**src/rtl/fetch_pkg.sv**
```systemverilog
// Shared types and constants for the instruction-fetch sequencer.
package fetch_pkg;

    localparam int unsigned IMEM_DEPTH   = 128;
    localparam int unsigned FETCH_ADDR_W = 32;
    localparam int unsigned FETCH_DATA_W = 32;

    typedef enum logic [1:0] {
        ST_IDLE  = 2'd0,
        ST_FETCH = 2'd1,
        ST_DRAIN = 2'd2,
        ST_FAULT = 2'd3
    } fetch_state_t;

    typedef struct packed {
        logic [FETCH_ADDR_W-1:0] pc;
        logic [FETCH_DATA_W-1:0] instr;
    } fetch_entry_t;

endpackage

```
**src/rtl/fetch_buffer.sv**
```systemverilog
// Two-entry prefetch FIFO; the head slot is a register so it drives outputs directly.
module fetch_buffer
    import fetch_pkg::*;
#(
    parameter int unsigned BUF_DEPTH = 2
) (
    input  logic         clk,
    input  logic         reset_n,
    input  logic         push_i,
    input  fetch_entry_t wdata_i,
    input  logic         pop_i,
    input  logic         flush_i,
    output fetch_entry_t head_o,
    output logic         head_valid_o,
    output logic         full_o,
    output logic         empty_o
);

    localparam int unsigned CNT_W = $clog2(BUF_DEPTH + 1);

    fetch_entry_t     slot0_q, slot0_d;
    fetch_entry_t     slot1_q, slot1_d;
    logic             vld0_q, vld0_d;
    logic             vld1_q, vld1_d;
    logic [CNT_W-1:0] count;
    logic             pop;

    assign count        = CNT_W'(vld0_q) + CNT_W'(vld1_q);
    assign full_o       = (count == CNT_W'(BUF_DEPTH));
    assign empty_o      = (count == '0);
    assign head_o       = slot0_q;
    assign head_valid_o = vld0_q;
    assign pop          = pop_i & vld0_q;

    // Pop shifts slot1 forward first, then a push fills the first free slot.
    always_comb begin
        slot0_d = slot0_q;
        slot1_d = slot1_q;
        vld0_d  = vld0_q;
        vld1_d  = vld1_q;
        if (pop) begin
            slot0_d = slot1_q;
            vld0_d  = vld1_q;
            vld1_d  = 1'b0;
        end
        if (push_i) begin
            if (!vld0_d) begin
                slot0_d = wdata_i;
                vld0_d  = 1'b1;
            end else if (!vld1_d) begin
                slot1_d = wdata_i;
                vld1_d  = 1'b1;
            end
        end
        if (flush_i) begin
            vld0_d = 1'b0;
            vld1_d = 1'b0;
        end
    end

    always_ff @(posedge clk) begin
        if (!reset_n) begin
            slot0_q <= '0;
            slot1_q <= '0;
            vld0_q  <= 1'b0;
            vld1_q  <= 1'b0;
        end else begin
            slot0_q <= slot0_d;
            slot1_q <= slot1_d;
            vld0_q  <= vld0_d;
            vld1_q  <= vld1_d;
        end
    end

endmodule

```
**src/rtl/fetch_sequencer.sv**
```systemverilog
// Instruction-fetch controller: owns the PC / imem address, feeds a 2-entry
// prefetch buffer and handles start, stop/drain, redirect, wrap and faults.
module fetch_sequencer
    import fetch_pkg::*;
#(
    parameter int unsigned DEPTH     = IMEM_DEPTH,
    parameter int unsigned ADDR_W    = FETCH_ADDR_W,
    parameter int unsigned DATA_W    = FETCH_DATA_W,
    parameter int unsigned BUF_DEPTH = 2
) (
    input  logic              clk,
    input  logic              reset_n,
    input  logic              start,
    input  logic [ADDR_W-1:0] start_addr,
    input  logic              stop,
    input  logic              redirect_valid,
    input  logic [ADDR_W-1:0] redirect_addr,
    output logic [ADDR_W-1:0] imem_addr,
    input  logic [DATA_W-1:0] imem_data,
    output logic              out_valid,
    input  logic              out_ready,
    output logic [DATA_W-1:0] out_instr,
    output logic [ADDR_W-1:0] out_pc,
    output logic              busy,
    output logic              fault
);

    fetch_state_t      state_q, state_d;
    logic [ADDR_W-1:0] pc_q, pc_d;
    logic              busy_q, busy_d;
    logic              fault_q, fault_d;

    logic              push, pop, flush;
    logic              buf_full, buf_empty;
    fetch_entry_t      wr_entry, head;

    logic              start_ok, redir_ok;
    logic [ADDR_W-1:0] pc_inc;

    assign start_ok = (start_addr < ADDR_W'(DEPTH));
    assign redir_ok = (redirect_addr < ADDR_W'(DEPTH));
    assign pc_inc   = (pc_q == ADDR_W'(DEPTH - 1)) ? '0 : pc_q + ADDR_W'(1);

    assign wr_entry  = '{pc: pc_q, instr: imem_data};
    assign imem_addr = pc_q;
    assign out_valid = pop_valid_head();
    assign out_instr = head.instr;
    assign out_pc    = head.pc;
    assign busy      = busy_q;
    assign fault     = fault_q;

    logic head_valid;
    function automatic logic pop_valid_head();
        return head_valid;
    endfunction

    fetch_buffer #(
        .BUF_DEPTH (BUF_DEPTH)
    ) u_buf (
        .clk          (clk),
        .reset_n      (reset_n),
        .push_i       (push),
        .wdata_i      (wr_entry),
        .pop_i        (pop),
        .flush_i      (flush),
        .head_o       (head),
        .head_valid_o (head_valid),
        .full_o       (buf_full),
        .empty_o      (buf_empty)
    );

    // State register
    always_ff @(posedge clk) begin
        if (!reset_n) begin
            state_q <= ST_IDLE;
        end else begin
            state_q <= state_d;
        end
    end

    // Next-state logic: redirect beats stop inside FETCH/DRAIN.
    always_comb begin
        state_d = state_q;
        case (state_q)
            ST_IDLE: begin
                if (start) begin
                    state_d = start_ok ? ST_FETCH : ST_FAULT;
                end
            end
            ST_FETCH: begin
                if (redirect_valid) begin
                    state_d = redir_ok ? ST_FETCH : ST_FAULT;
                end else if (stop) begin
                    state_d = ST_DRAIN;
                end
            end
            ST_DRAIN: begin
                if (redirect_valid) begin
                    state_d = redir_ok ? ST_FETCH : ST_FAULT;
                end else if (buf_empty) begin
                    state_d = ST_IDLE;
                end
            end
            ST_FAULT: state_d = ST_FAULT;
            default:  state_d = ST_IDLE;
        endcase
    end

    // Datapath controls and registered-status next values.
    always_comb begin
        pc_d  = pc_q;
        push  = 1'b0;
        pop   = head_valid & out_ready;
        flush = 1'b0;
        case (state_q)
            ST_IDLE: begin
                if (start && start_ok) begin
                    pc_d = start_addr;
                end
            end
            ST_FETCH, ST_DRAIN: begin
                if (redirect_valid) begin
                    flush = 1'b1;
                    if (redir_ok) begin
                        pc_d = redirect_addr;
                    end
                end else if (state_q == ST_FETCH && !stop && (!buf_full || pop)) begin
                    push = 1'b1;
                    pc_d = pc_inc;
                end
            end
            ST_FAULT: flush = 1'b1;
            default:  flush = 1'b1;
        endcase
        busy_d  = (state_d != ST_IDLE);
        fault_d = (state_d == ST_FAULT);
    end

    always_ff @(posedge clk) begin
        if (!reset_n) begin
            pc_q    <= '0;
            busy_q  <= 1'b0;
            fault_q <= 1'b0;
        end else begin
            pc_q    <= pc_d;
            busy_q  <= busy_d;
            fault_q <= fault_d;
        end
    end

endmodule

```
**config.mk**
```make
export PLATFORM = sky130hd
export DESIGN_NAME = fetch_sequencer
export DESIGN_NICKNAME = d
export VERILOG_FILES = /design/src/rtl/fetch_pkg.sv /design/src/rtl/fetch_buffer.sv /design/src/rtl/fetch_sequencer.sv
export SDC_FILE = /design/constraint.sdc
export NUM_CORES = 1
export LEC_CHECK = 0
export CORE_ASPECT_RATIO = 1.2
export CORE_MARGIN = 8
export CORE_UTILIZATION = 53
export DETAILED_ROUTE_END_ITERATION = 16
export GPL_TIMING_DRIVEN = 1
export PLACE_DENSITY = 0.86
export SLEW_MARGIN = 20
export SYNTH_ARGS = -nofsm -noshare
export SYNTH_HDL_FRONTEND = slang
export SYNTH_SLANG_ARGS = --single-unit
```
**constraint.sdc**
```tcl
create_clock -name clk -period 5.4 [get_ports clk]
set_input_delay 1.08 -clock clk [delete_from_list [all_inputs] [get_ports clk]]
set_output_delay 1.08 -clock clk [all_outputs]
set_load 0.01 [all_outputs]
```
Word level (Yosys, flattened, before mapping)
Cells that the tools add are included.
W data, S select, Z words.
Word-level totals
  input port bits: 102
  register bits: 166
  logic and storage cells: 68
  output and inout bits: 99
Operators by class
  multiplexer cells: 27
  reductions and logical operators: 14
  eq/ne operators: 9
  add/subtract/negate cells: 2
  $lt $le $gt $ge: 2
  bitwise gates (word level): 4
Operator list (count)
  $mux W64: 3
  $mux W32: 5
  $lt A32 B8 Y1 const B: 2
  $pmux W32 S2: 1
  $add A32 B1 Y32 const B: 1
  $eq A32 B7 Y1 const B: 1
  $mux W2: 7
  $mux W1: 9
  $eq A2 B2 Y1 const B: 4
  $pmux W2 S4: 1
  $ne A3 B3 Y1 const B: 2
  $logic_not A2 Y1: 2
  $reduce_and A4 Y1: 1
  $reduce_bool A2 Y1: 2
  $reduce_or A2 Y1: 2
  $logic_and A1 B1 Y1: 3
  $reduce_and A3 Y1: 1
  $add A1 B1 Y2: 1
  $and A1 B1 Y1: 2
  $eq A2 B1 Y1 const B: 1
  $logic_not A1 Y1: 2
  $ne A2 B2 Y1 const B: 1
  $not A1 Y1: 2
  $pmux W1 S2: 1
  $logic_or A1 B1 Y1: 1

Logic depth before layout (Yosys ltp)
  word-level depth: 9
  depth in mapped cells: 10
  mapped depth without buffers: 8

Modules after synthesis
A second synthesis with hierarchy kept.
Unflattened totals
  cells, all modules: 988
  area total of the unflattened synthesis: 8901.0 sq um
Modules (own cells, without submodules)
  fetch_buffer: area an instance 6288.5 sq um, cells an instance 658, seq. area each 2602.5 sq um, instances 1
  fetch_sequencer: area an instance 2612.5 sq um, cells an instance 330, seq. area each 720.7 sq um, instances 1

Worst setup path before layout
OpenSTA, ideal clock, no wires.
  kind: input-to-reg
  from: input port redirect_addr[31]
  to: register pc_q[23], in the netlist imem_addr[23]
  setup slack: 2726 ps
  buffers on the path: 1
  arrival: 2604 ps
  setup time: 70 ps
  data required time: 5330 ps
  stages on the path: 7
  cell sequence: nor4b_1 -> nand4_1 -> o221ai_2 -> nand3_2 -> buf_6 -> or4_1 -> a21oi_1
Between the ends
  word-level cells in the longest chain between the ends: 3
RTL lines
  start: declaration: line fetch_sequencer.sv:17  | input logic [ADDR_W-1:0] redirect_addr,
  $lt A32 B8 Y1: line fetch_sequencer.sv:41  | assign redir_ok = (redirect_addr < ADDR_W'(DEPTH));
  $ne A3 B3 Y1 (no source line)
  $reduce_and A4 Y1 (no source line)
  end signal: assignment: line fetch_sequencer.sv:145  | pc_q <= pc_d;
  end: declaration: line fetch_sequencer.sv:29  | logic [ADDR_W-1:0] pc_q, pc_d;
Every way passes these cells.
A chain may end at the register's enable or synchronous reset.

Final worst setup path
  from: input port redirect_valid
  to: register u_buf.slot0_q, in the netlist u_buf.head_o[61]
Between the ends
  word-level cells in the longest chain between the ends: 3
RTL lines
  start: declaration: line fetch_sequencer.sv:16  | input logic redirect_valid,
  $mux W1: line fetch_sequencer.sv:122  | if (redirect_valid) begin
  $mux W1: line fetch_sequencer.sv:115  | case (state_q)
  $mux W64: line fetch_buffer.sv:46  | if (push_i) begin
  end signal: assignment: line fetch_buffer.sv:68  | slot0_q <= slot0_d;
  end: declaration: line fetch_buffer.sv:21  | fetch_entry_t slot0_q, slot0_d;
Every way passes these cells.

==> results.md <==
* Status: finished clean
* Yosys warning count at 0
* Clock buffer depth at 2
* Cell count after synthesis at 982
* Synthesized cell area at ~7600 um2
* Critical path required time at between 5000 and 6000 ps
* Max cap viols at 0
* Die Y at 147 um
* Clk Latency, worst-skew pair at about 430 ps
* DR vias at ~8000
* Global-route wire length before repair at approximately 38 mm
* Logic gate share of total power at 0.247
* Starting Density at 0.535
* Register share of total power at 0.407
* # resized after CTS at 0
* Post-layout min period at ~3500 ps
* Max Clk Rate at between 200 and 300 MHz
* Switching power at approximately 1.1 mW
* Post-Route WL at 23.6 mm
* Most used DFF post-synth: dfxtp_1
* Detailed Place HPWL at roughly 16 mm
* Share of the yosys chip area belonging to registers at 0.438
* Iteration-0 DRC Markers at between 700 and 800
* Final setup violating endpoints at 0
* GP Congestion at 0.889
* Layout cells sized above 1 at 0.0580
* Core area at approximately 14000 um2
* Slew @ Worst Pin at between 800 and 900 ps
* Yosys cell types at 65
* Total Power at 3.53 mW
* # diodes at 0
* Final hold violations at 0
* Reg2reg setup slack at 2050 ps
* Detail Route Antenna Nets at 0
* CP Class: in2reg
* Synth async-reset ratio at 0
* Rows at 48
* H-tree depth at 4
* Synth-to-layout area growth at 33.3%
* Drt drc at 0
* #FFs+latches synth at approximately 170
* Cts hold-fix bufs at 0
* Num ports at between 200 and 250
* Wirelength per Cell at 18.0 um
* Root Buffer: clkbuf_16
* Final Slew Violations at 0
* Hold Crit Class: reg2reg
* Final worst-path cycle share at 0.646
* Die Wd at 125 um
* Post-layout nets at ~1200
* Post-synth net total at ~1100
* DR pass1 iterations at 5
* Clock sinks at approximately 170
* Clock slew at reported path FFs at about 60 ps
* Peak supply drop at about 270 uV
* Largest net degree at the start of global routing at 71
* Initial antenna violation count at 0
* Die Footprint at 18400 um2
* PortBufs at 200
* Startpoint Class: primary input
* Switch share at 0.321
* Placed Instances at around 1300
* RSZ-0062 raised after global routing: no
* Setup_tns at 0 ps
* Critical path's largest stage delay at between 700 and 800 ps
* TritonCTS clock tree: built
* Crit. End Element: flop
* Hold_ws at about 450 ps
* GRT overflow at 0
* Crit path max fanout at 70
* Tot GR Track Use at 0.249
* EDFF count, synth at 0
* Arr. time, crit path at 3810 ps
* Mapped Avg Cell Area at 7.73 um2
* Slowest cell on crit path: nand2b_4
* P per Cell Area at between 300 and 400 nW/um2
* Clock skew at around 13 ps
* Setup Buffers After CTS at 0
* Num CTS Buffers at 17
* Drt via density at ~6.0
* Area post-placement at approximately 9500 um2
* Vias in the first global route at roughly 7500
* Clk pwr share at 0.346
* Fin area at 10100 um2
* Post-Layout Cell Count at around 1300
* Max_slew headroom at 0.458
* Cell Chain, Critical Path: clkdlybuf4s50_1 -> buf_4 -> and2b_2 -> o2111ai_1 -> nand2b_4 -> buf_12 -> nor2_1 -> a311oi_1
* Leak at ~3.4 nW
* P_int at approximately 2.4 mW
-- layer usage --
layer  up-vias  track usage  share of wire
met1      3704        0.297           0.41
met5         -            0              0
met3        49       0.0736          0.087
met4         0        0.109          0.030
li1       3789            -              -
met2       393        0.409           0.48
-- power groups by stage --
stage	logic [mW]	clock network [mW]	registers, mW
2_1_floorplan	0.485	0	1.45
3_3_place_gp	0.845	0	1.46
3_5_place_dp	0.857	0	1.46
4_1_cts	0.863	1.23	1.43
5_1_grt	0.941	1.29	1.44
6_report	0.871	1.22	1.43
-- sequential cells by signal, indices dropped and copies added, names as in the netlist --
signal,cells
u_buf.vld1_q,1
busy,1
state_q,2
imem_addr,32
u_buf.head_valid_o,1
u_buf.head_o,64
u_buf.slot1_q,64
fault,1
-- path summary, 6_finish.rpt --
| kind | from | end | cells after the start |
|---|---|---|---|
| max reg2reg | state_q[1]$_SDFF_PN0_ | imem_addr[23]$_SDFFE_PN0P_ | 8 |
| min | u_buf.slot1_q[47]$_SDFFE_PN0P_ | u_buf.slot1_q[47]$_SDFFE_PN0P_ | 2 |
| min reg2reg | u_buf.slot1_q[47]$_SDFFE_PN0P_ | u_buf.slot1_q[47]$_SDFFE_PN0P_ | 2 |
| max | redirect_valid | u_buf.head_o[61]$_SDFF_PN0_ | 8 |
-- layout by cell type, fill, tap and decap left out, types with 2 or more instances in the layout --
cell             instances
inv_1                   10
or3_1                    6
a21oi_1                 91
o211ai_1                 5
a311oi_1                65
nand2_1                231
clkdlybuf4s50_1        199
inv_8                    3
nand4_1                 11
a2bb2oi_1                2
a22oi_1                  2
o41ai_1                  3
o311ai_0                 2
o21a_1                   3
a21o_1                   2
ha_1                     6
or2_2                    2
o21ai_0                 22
and3_1                   6
nand3_1                 80
o21bai_1                 2
or4_1                    9
nor3_1                   4
o2111ai_1                2
inv_6                    3
dfxtp_1                165
buf_4                   11
nand2b_1                 3
nor4_1                  19
a31oi_1                  6
and2_1                   3
bufinv_16                2
nand3_2                  3
nor2_1                  86
a22o_1                   2
a221oi_1                 2
o22ai_1                  7
clkbuf_16               17
and4_1                   3
clkinvlp_4               4
-- final cells by class --
| type | instances | area [um2] |
|---|---|---|
| repair buffers | 212 | 2100 |
| fillers | 1114 | 4060 |
| clock inverters | 14 | 164 |
| multi-input cells | 716 | 3830 |
| inverters | 11 | 43.8 |
| flip-flops and latches | 166 | 3320 |
| well taps | 175 | 219 |
| clock buffers | 18 | 429 |
-- critical path, delay by kind of cell --
kind                   cells  cell delay [ps]
AO/OA/AOI/OAI              2              570
buffers and inverters      3             1010
AND/OR/NAND/NOR            3             1080
-- synth_stat cells (all sizes together), types with 3 or more instances --
master,instances,area (um2)
o211ai,5,37.5
dfxtp,166,3320
nand2b,5,33.8
nand4,11,68.8
nand2,232,871
buf,22,121
nor3,4,20.0
o21a,3,22.5
or3,6,37.5
o41ai,3,26.3
ha,6,75.1
nor2,87,327
inv,10,37.5
or4,11,87.6
a21oi,91,455
and2,3,18.8
and4,4,36.3
and3,7,45.1
o22ai,7,43.8
a311oi,65,569
o21ai,23,115
nor4,20,131
nand3,83,430
clkbuf,67,288
a31oi,6,37.5
-- through the flow --
step                      utilization  worst slack, ps
after global routing            0.714             1720
after global placement          0.672             1680
after CTS                       0.714             1970
after floorplan                     -             2730
final                           0.714             1910
after detailed placement        0.672             1550
-- logic make-up (layout without fill, tap and decap cells) --
kind of cell | Yosys count | count (layout) | synth area share
flip-flops | 166 | 166 | 0.438
multiplexers | 1 | 1 | 0.00132
AND/OR/NAND/NOR | 483 | 483 | 0.291
XOR/XNOR | 2 | 2 | 0.00231
adder cells (fa/ha/maj) | 6 | 6 | 0.00989
AO/OA/AOI/OAI | 224 | 224 | 0.198
buffers and inverters | 100 | 255 | 0.0593
Note: power is estimated with default switching activity, not from simulation.
